===== src/rtl/wave_monitor_if.sv =====
// Sample-strobe and measurement-result bundle for wave_monitor.
// The master drives strobes, clear and acknowledge; the slave returns the latched measurement.
interface wave_monitor_if;
    logic        Enable;
    logic [11:0] Sample;
    logic        Clear;
    logic        Ack;
    logic        Valid;
    logic [19:0] Period;
    logic [11:0] PeakMax;
    logic [11:0] PeakMin;
    logic [11:0] PeakToPeak;
    logic        Overflow;
    logic        Timeout;

    modport master (
        output Enable, Sample, Clear, Ack,
        input  Valid, Period, PeakMax, PeakMin, PeakToPeak, Overflow, Timeout
    );

    modport slave (
        input  Enable, Sample, Clear, Ack,
        output Valid, Period, PeakMax, PeakMin, PeakToPeak, Overflow, Timeout
    );
endinterface


===== src/rtl/wave_monitor.sv =====
// Measures the period and peak levels of a sampled waveform, using rising
// crossings of a midscale reference qualified by a hysteresis band.
module wave_monitor #(
    parameter int          MIDSCALE   = 2048,
    parameter int          HYST       = 16,
    parameter logic [19:0] MAX_PERIOD = 20'hFFFFF
) (
    input logic           Fg_CLK,
    input logic           RESET,
    wave_monitor_if.slave mon
);

    function automatic logic [11:0] clamp_code(input int v);
        if (v < 0)
            return 12'd0;
        else if (v > 4095)
            return 12'hFFF;
        else
            return 12'(v);
    endfunction

    function automatic logic [19:0] sat_inc(input logic [19:0] c);
        return (c == 20'hFFFFF) ? c : c + 20'd1;
    endfunction

    localparam logic [11:0] TH_LO = clamp_code(MIDSCALE - HYST);
    localparam logic [11:0] TH_HI = clamp_code(MIDSCALE + HYST);

    typedef enum logic [1:0] {IDLE, ARM, MEASURE} state_t;

    state_t      state;
    logic [19:0] count;
    logic [11:0] run_max;
    logic [11:0] run_min;
    logic        low_seen;

    logic        vld_p1;
    logic [19:0] period_p1;
    logic [11:0] peak_max_p1;
    logic [11:0] peak_min_p1;
    logic [11:0] p2p_p1;
    logic        overflow_r;
    logic        timeout_r;

    logic        below_lo;
    logic        above_hi;
    logic [19:0] count_inc;

    assign below_lo  = (mon.Sample < TH_LO);
    assign above_hi  = (mon.Sample >= TH_HI);
    assign count_inc = sat_inc(count);

    always_ff @(posedge Fg_CLK) begin
        if (RESET) begin
            state       <= IDLE;
            count       <= '0;
            run_max     <= '0;
            run_min     <= '0;
            low_seen    <= 1'b0;
            vld_p1      <= 1'b0;
            period_p1   <= '0;
            peak_max_p1 <= '0;
            peak_min_p1 <= '0;
            p2p_p1      <= '0;
            overflow_r  <= 1'b0;
            timeout_r   <= 1'b0;
        end else if (mon.Clear) begin
            // Soft clear drops any coincident strobe but keeps the last result.
            state      <= IDLE;
            count      <= '0;
            run_max    <= '0;
            run_min    <= '0;
            low_seen   <= 1'b0;
            vld_p1     <= 1'b0;
            overflow_r <= 1'b0;
            timeout_r  <= 1'b0;
        end else begin
            if (vld_p1 && mon.Ack)
                vld_p1 <= 1'b0;

            if (mon.Enable) begin
                case (state)
                    IDLE: begin
                        if (below_lo)
                            state <= ARM;
                    end
                    ARM: begin
                        if (above_hi) begin
                            state    <= MEASURE;
                            count    <= 20'd1;
                            run_max  <= mon.Sample;
                            run_min  <= mon.Sample;
                            low_seen <= 1'b0;
                        end
                    end
                    MEASURE: begin
                        if (low_seen && above_hi) begin
                            // Completion: result stage boundary; an Ack in this
                            // cycle frees the result registers for the new value.
                            if (!vld_p1 || mon.Ack) begin
                                vld_p1      <= 1'b1;
                                period_p1   <= count;
                                peak_max_p1 <= run_max;
                                peak_min_p1 <= run_min;
                                p2p_p1      <= run_max - run_min;
                            end else begin
                                overflow_r <= 1'b1;
                            end
                            count    <= 20'd1;
                            run_max  <= mon.Sample;
                            run_min  <= mon.Sample;
                            low_seen <= 1'b0;
                        end else begin
                            count <= count_inc;
                            if (mon.Sample > run_max)
                                run_max <= mon.Sample;
                            if (mon.Sample < run_min)
                                run_min <= mon.Sample;
                            if (below_lo)
                                low_seen <= 1'b1;
                            if (count_inc >= MAX_PERIOD) begin
                                timeout_r <= 1'b1;
                                low_seen  <= 1'b0;
                                state     <= IDLE;
                            end
                        end
                    end
                    default: state <= IDLE;
                endcase
            end
        end
    end

    assign mon.Valid      = vld_p1;
    assign mon.Period     = period_p1;
    assign mon.PeakMax    = peak_max_p1;
    assign mon.PeakMin    = peak_min_p1;
    assign mon.PeakToPeak = p2p_p1;
    assign mon.Overflow   = overflow_r;
    assign mon.Timeout    = timeout_r;

endmodule


===== src/flat_wrapper.sv =====
// flat-port wrapper written by rule: the top's interface ports become plain ports
module wave_monitor_flat 
#(
    parameter int          MIDSCALE   = 2048,
    parameter int          HYST       = 16,
    parameter logic [19:0] MAX_PERIOD = 20'hFFFFF
)
  (Fg_CLK, RESET, mon_Enable, mon_Sample, mon_Clear, mon_Ack, mon_Valid, mon_Period, mon_PeakMax, mon_PeakMin, mon_PeakToPeak, mon_Overflow, mon_Timeout);
  wave_monitor_if mon_i ();
  input logic Fg_CLK;
  input logic RESET;
  input wire logic [$bits(mon_i.Enable)-1:0] mon_Enable;
  input wire logic [$bits(mon_i.Sample)-1:0] mon_Sample;
  input wire logic [$bits(mon_i.Clear)-1:0] mon_Clear;
  input wire logic [$bits(mon_i.Ack)-1:0] mon_Ack;
  output wire logic [$bits(mon_i.Valid)-1:0] mon_Valid;
  output wire logic [$bits(mon_i.Period)-1:0] mon_Period;
  output wire logic [$bits(mon_i.PeakMax)-1:0] mon_PeakMax;
  output wire logic [$bits(mon_i.PeakMin)-1:0] mon_PeakMin;
  output wire logic [$bits(mon_i.PeakToPeak)-1:0] mon_PeakToPeak;
  output wire logic [$bits(mon_i.Overflow)-1:0] mon_Overflow;
  output wire logic [$bits(mon_i.Timeout)-1:0] mon_Timeout;
  assign mon_i.Enable = mon_Enable;
  assign mon_i.Sample = mon_Sample;
  assign mon_i.Clear = mon_Clear;
  assign mon_i.Ack = mon_Ack;
  assign mon_Valid = mon_i.Valid;
  assign mon_Period = mon_i.Period;
  assign mon_PeakMax = mon_i.PeakMax;
  assign mon_PeakMin = mon_i.PeakMin;
  assign mon_PeakToPeak = mon_i.PeakToPeak;
  assign mon_Overflow = mon_i.Overflow;
  assign mon_Timeout = mon_i.Timeout;
  wave_monitor #(.MIDSCALE(MIDSCALE), .HYST(HYST), .MAX_PERIOD(MAX_PERIOD)) u_core (.Fg_CLK(Fg_CLK), .RESET(RESET), .mon(mon_i));
endmodule

===== config.mk =====
export PLATFORM = sky130hd
export DESIGN_NAME = wave_monitor_flat
export DESIGN_NICKNAME = d
export VERILOG_FILES = /design/src/rtl/wave_monitor_if.sv /design/src/rtl/wave_monitor.sv /design/src/flat_wrapper.sv
export SDC_FILE = /design/constraint.sdc
export NUM_CORES = 1
export LEC_CHECK = 0
export ABC_AREA = 1
export CAP_MARGIN = 20
export CORE_ASPECT_RATIO = 1.4
export CORE_UTILIZATION = 50
export DETAILED_ROUTE_END_ITERATION = 6
export GPL_ROUTABILITY_DRIVEN = 0
export GPL_TIMING_DRIVEN = 0
export HOLD_SLACK_MARGIN = 0.03
export PLACE_DENSITY = 0.79
export SLEW_MARGIN = 40
export SYNTH_ARGS = -nofsm -noshare
export SYNTH_HDL_FRONTEND = slang
export SYNTH_SLANG_ARGS = --single-unit

===== constraint.sdc =====
create_clock -name Fg_CLK -period 1.8 [get_ports Fg_CLK]
set_input_delay 0.45 -clock Fg_CLK [delete_from_list [all_inputs] [get_ports Fg_CLK]]
set_output_delay 0.45 -clock Fg_CLK [all_outputs]
set_load 0.02 [all_outputs]

* After elaboration in Yosys (flattened, before gate mapping) *
Cells that the tools add are included.

word-level totals
  register bits after elaboration = 106
  word-level logic and storage cells = 73
  output and inout port bits = 59

cells by class
  order comparisons = 5
  muxes and demuxes = 26
  bitwise gates (word level) = 3
  $add $sub $neg = 2
  reductions and logical operators = 15
  equality and inequality tests = 10

operator list
  operator                                                       number
  2-to-1 mux 12 bit                                              5
  2-to-1 mux 20 bit                                              3
  case mux 12 bit (2 select lines)                               2
  case mux 20 bit (2 select lines)                               1
  adder 20 x 1 -> 20 bit (second input constant)                 1
  equality test 20 bit (second input constant)                   1
  greater-or-equal comparator 20 bit (second input constant)     1
  AND reduction 4 bit                                            5
  greater-or-equal comparator 12 bit (second input constant)     1
  greater-than comparator 12 bit                                 1
  less-than comparator 12 x 11 -> 1 bit (second input constant)  1
  less-than comparator 12 bit                                    1
  subtractor 12 bit                                              1
  AND reduction 5 bit                                            2
  2-to-1 mux 1 bit                                               9
  2-to-1 mux 2 bit                                               4
  inequality test 2 x 1 -> 1 bit (second input constant)         3
  inequality test 3 x 1 -> 1 bit (second input constant)         2
  case mux 2 bit (3 select lines)                                1
  inequality test 4 x 1 -> 1 bit (second input constant)         1
  inverter 1 bit                                                 3
  AND reduction 3 bit                                            1
  equality test 2 x 1 -> 1 bit (second input constant)           1
  equality test 2 bit (second input constant)                    1
  other kinds (8)                                                9

* Logic depth before layout (Yosys ltp) *
  depth in word-level cells = 6
  depth in mapped cells = 17

* Least setup slack after synthesis *
No wires, ideal clock.

  path kind = register -> register
  start point = reg u_core.count[0]
  end point = reg u_core.state[1]
  path slack = -159 ps
  arrival = 1846 ps
  stages on the path, launching flop included = 17
  cell sequence = dfxtp_1 -> ha_1 -> buf_2 -> nand2_1 -> nor2_4 -> nand2_4 -> nor2_2 -> nand2_2 -> buf_6 -> o21ai_1 -> nand2_1 -> nor2_2 -> nand3_2 -> nand2_2 -> nand2_2 -> nor2_1 -> nor2_1

on the way
  word-level cells in the longest chain between the ends = 5
  elaborated cells between the ends (all ways) = 6
  those cells by class = add/sub (1); order compare (1); eq/ne (2); mux (1); reduce/logical (1)

RTL lines
  item                                                            line                 text
  from (decl)                                                     wave_monitor.sv:32   logic [19:0] count;
  from (signal assigned)                                          wave_monitor.sv:114  count <= count_inc;
  adder 20 x 1 -> 20 bit or equality test 20 bit (tied branches)  wave_monitor.sv:23   return (c == 20'hFFFFF) ? c : c + 20'd1;
  2-to-1 mux 20 bit *                                             wave_monitor.sv:23
  greater-or-equal comparator 20 bit *                            wave_monitor.sv:121  if (count_inc >= MAX_PERIOD) begin
  inequality test 2 x 1 -> 1 bit (no line) *                      -
  AND reduction 5 bit (no line) *                                 -
  to (signal assigned)                                            wave_monitor.sv:55   state <= IDLE;
  to (signal assigned)                                            wave_monitor.sv:124  state <= IDLE;
  to (signal assigned)                                            wave_monitor.sv:128  default: state <= IDLE;
  to (decl)                                                       wave_monitor.sv:31   state_t state;

Every way passes the cells marked *; elsewhere a longest branch is shown, timed or not.
A chain may end at the register's enable or synchronous reset.

* Worst setup path in the final report *
  start point = reg u_core.run_min[5]
  end point = reg u_core.run_min[11]

on the way
  word-level cells in the longest chain between the ends = 3

RTL lines
  item                                      line                 text
  from (decl)                               wave_monitor.sv:34   logic [11:0] run_min;
  from (signal assigned)                    wave_monitor.sv:92   run_min <= mon.Sample;
  from (signal assigned)                    wave_monitor.sv:111  run_min <= mon.Sample;
  from (signal assigned)                    wave_monitor.sv:118  run_min <= mon.Sample;
  less-than comparator 12 bit               wave_monitor.sv:117  if (mon.Sample < run_min)
  inequality test 3 x 1 -> 1 bit (no line)  -
  AND reduction 4 bit (no line)             -

No other way between the ends.

==> summary.txt <==
Maximum clock frequency: 465 MHz
Synth top area share: 37.9%
Maximum vdd drop: 499 µV
Unique masters post-synth: 42
Hold_ws: 0.444 ns
Diodes inserted: 0
Comb power frac: 13.2%
Switching fraction of total power: 25.9%
Number of max-cap violations: 0
Util after Layout: 75.1%
Hold Vio Cnt, Final: 0
Most frequent cells in the layout: 150 x nand2_1, 91 x a21oi_1, 82 x dfxtp_1, 56 x inv_1, 55 x o21ai_0
WP data arrival: 2.44 ns
Top Ports: 76
Clk pwr share: 40.9%
Post-route insts no fill: 1062
RSZ-0062 raised after global routing: yes
Syn_nets: 842
Vias per cell: 6.10
Antenna Nets Post-Route: 0
IO buf count: 75
Die Y: 127 µm
Die footprint: 11600 µm²
Count of final setup violators: 45
Slew @ Worst Pin: 0.719 ns
Final Skew: 0.0108 ns
Vias: 6483
Final period util: 119%
Sw Pwr: 1.34 mW
CTS root buf: clkbuf_16
Mapped Cells: 786
Final worst slack: -0.350 ns
GR Overflow Total: 0
Clock sinks: 106
Top post-synthesis cells by area: dfxtp_1 38%, nand2_1 12%, a21oi_1 9.5%
Worst Setup Start Kind: register
Drt initial violations: 422
Pint: 3.83 mW
CP endpoint kind: register
Count of pins over their slew limit: 0
Commonest non-fill, non-tap cell in the layout: nand2_1
Yosys reg bits: 106
Area grow syn2layout: 45.8%
DRC violations left: 0
Register share of total power: 45.8%
Area leader, netlist: dfxtp_1
Post-route minimum period: 2.15 ns
Critical path class: reg2reg
Clk slew on worst S/H paths: 0.07 ns
Total CTS buffers: 9
Critical Path Fanout Max: 6
TNS Setup: -10.98 ns
TritonRoute pass-1 iters: 7
Seq/Total Area, Yosys: 37.9%
Vias in the first global route: 5817
Core Area: 10900 µm²
Layout cells sized above 1: 31.4%
DP Area: 6560 µm²
Avg Cell Area, Syn: 7.13 µm²
DPL Wire Length: 12.0 mm
H-tree Lvls: 3
CTS tree: built
GRT Overall Usage: 31.7%
Min-delay worst type: in2reg
Max clock buf depth: 2
Pwr Density: 633 nW/µm²
Initial antenna violation count: 0
# placed instances: 1002
Drt total wl: 21.2 mm
Initial Utilization: 51.5%
Yosys warns: 0
First-pass GRT wire length: 28.6 mm
Max transition margin: 52.0%
Status: finished, violations left
Worst-Skew Late Latency: 0.36 ns
Worst EP required: 2.09 ns
Mapped Area: 5600 µm²
# hold bufs at CTS: 0
Largest net degree at the start of global routing: 17
WL/cell: 19.9 µm
P_leak: 3.30 nW
Die width: 91.4 µm
Nets@finish: 972
Design area: 8160 µm²
Failing checks: negative setup slack
Row cnt: 45
[cells by family after synthesis]
kind of cell    synth area share (%)
simple gates                    24.7
compound gates                  19.3
buf+inv                         7.37
flops                           37.9
fa+ha+maj                       8.85
xor+xnor                        1.88
[flip-flops by register name, summed over array words and instances (netlist names)]
signal,flops
u_core.count,20
u_core.mon.Period,20
u_core.mon.PeakMax,12
u_core.mon.PeakMin,12
u_core.mon.PeakToPeak,12
u_core.run_max,12
u_core.run_min,12
u_core.state,2
u_core.low_seen,1
u_core.mon.Overflow,1
u_core.mon.Timeout,1
u_core.mon.Valid,1
[cells in the mapped netlist (all sizes together)]
cell type  instances
nor4               1
o221ai             1
or2                4
o211ai             3
o2111ai            1
buf                6
clkbuf            26
dfxtp            106
xor2               7
o21bai             3
fa                 1
ha                38
o22ai              1
o21ai             83
nor2              75
a211oi             3
nand3b             2
a21boi             1
nand4             16
a21oi            106
xnor2              5
nor4b              1
a221oi             1
nand2            186
nor3               6
clkinv             2
inv               72
nand3             26
a31oi              2
o21a               1
[worst max-delay path, cell delays in order, from the launching register on]
cell,delay (ns)
dfxtp_1,0.36
inv_2,0.09
ha_1,0.33
a21oi_1,0.24
o21ai_1,0.12
nand2_1,0.13
o2111ai_4,0.14
nand2_2,0.13
nand2_4,0.10
inv_4,0.11
buf_8,0.15
nor2_1,0.07
nor2_1,0.11
[power by group through the flow]
stage	registers [mW]	clock network, mW	logic [mW]
after floorplan	2.42	0	0.286
after global placement	2.42	0	0.425
after detailed placement	2.42	0	0.432
after CTS	2.36	2.09	0.503
after global routing	2.37	2.19	0.718
final	2.37	2.12	0.684
[through the flow]
stage	power, mW	setup slack (ns)
2_1_floorplan	2.70	-0.0585
3_3_place_gp	2.84	-1.48
3_5_place_dp	2.85	-1.49
4_1_cts	4.96	-0.226
5_1_grt	5.28	-0.448
6_report	5.17	-0.350
[worst paths after layout]
kind	slack [ns]	end	depth (start not counted)	from
worst min-delay path	0.44	u_core.mon.Timeout	3	mon_Enable
worst min register to register	0.46	u_core.mon.Timeout	2	u_core.mon.Timeout
worst max-delay path	-0.35	u_core.run_min[11]	12	u_core.run_min[5]
worst max register to register	-0.35	u_core.run_min[11]	12	u_core.run_min[5]
[layout make-up]
class	instances	area, µm²
Timing Repair Buffer	120	1150
Tap cell	141	176
Multi-Input combinational cell	574	3800
Clock inverter	3	46.3
Buffer	31	278
Clock buffer	13	270
Fill cell	709	2700
Sequential cell	106	2160
Inverter	74	289
[routing by layer]
metal  vias up  track usage (%)  share of wire [%]
li1       2880                -                  -
met1      2995             31.5                 32
met2       449             56.8                 51
met3       159             4.76                8.4
met4         0             28.3                8.8
met5         -                0                  0
[what timing repair did]
action                                 4_1_cts  5_1_grt
endpoints found under the hold margin        0        0
resized for setup                          163      178
setup endpoints to repair                  107      102
cloned                                       3        1
pin swaps                                   34       62
setup buffers                               29       13
Power figures use the tool's default switching activity.
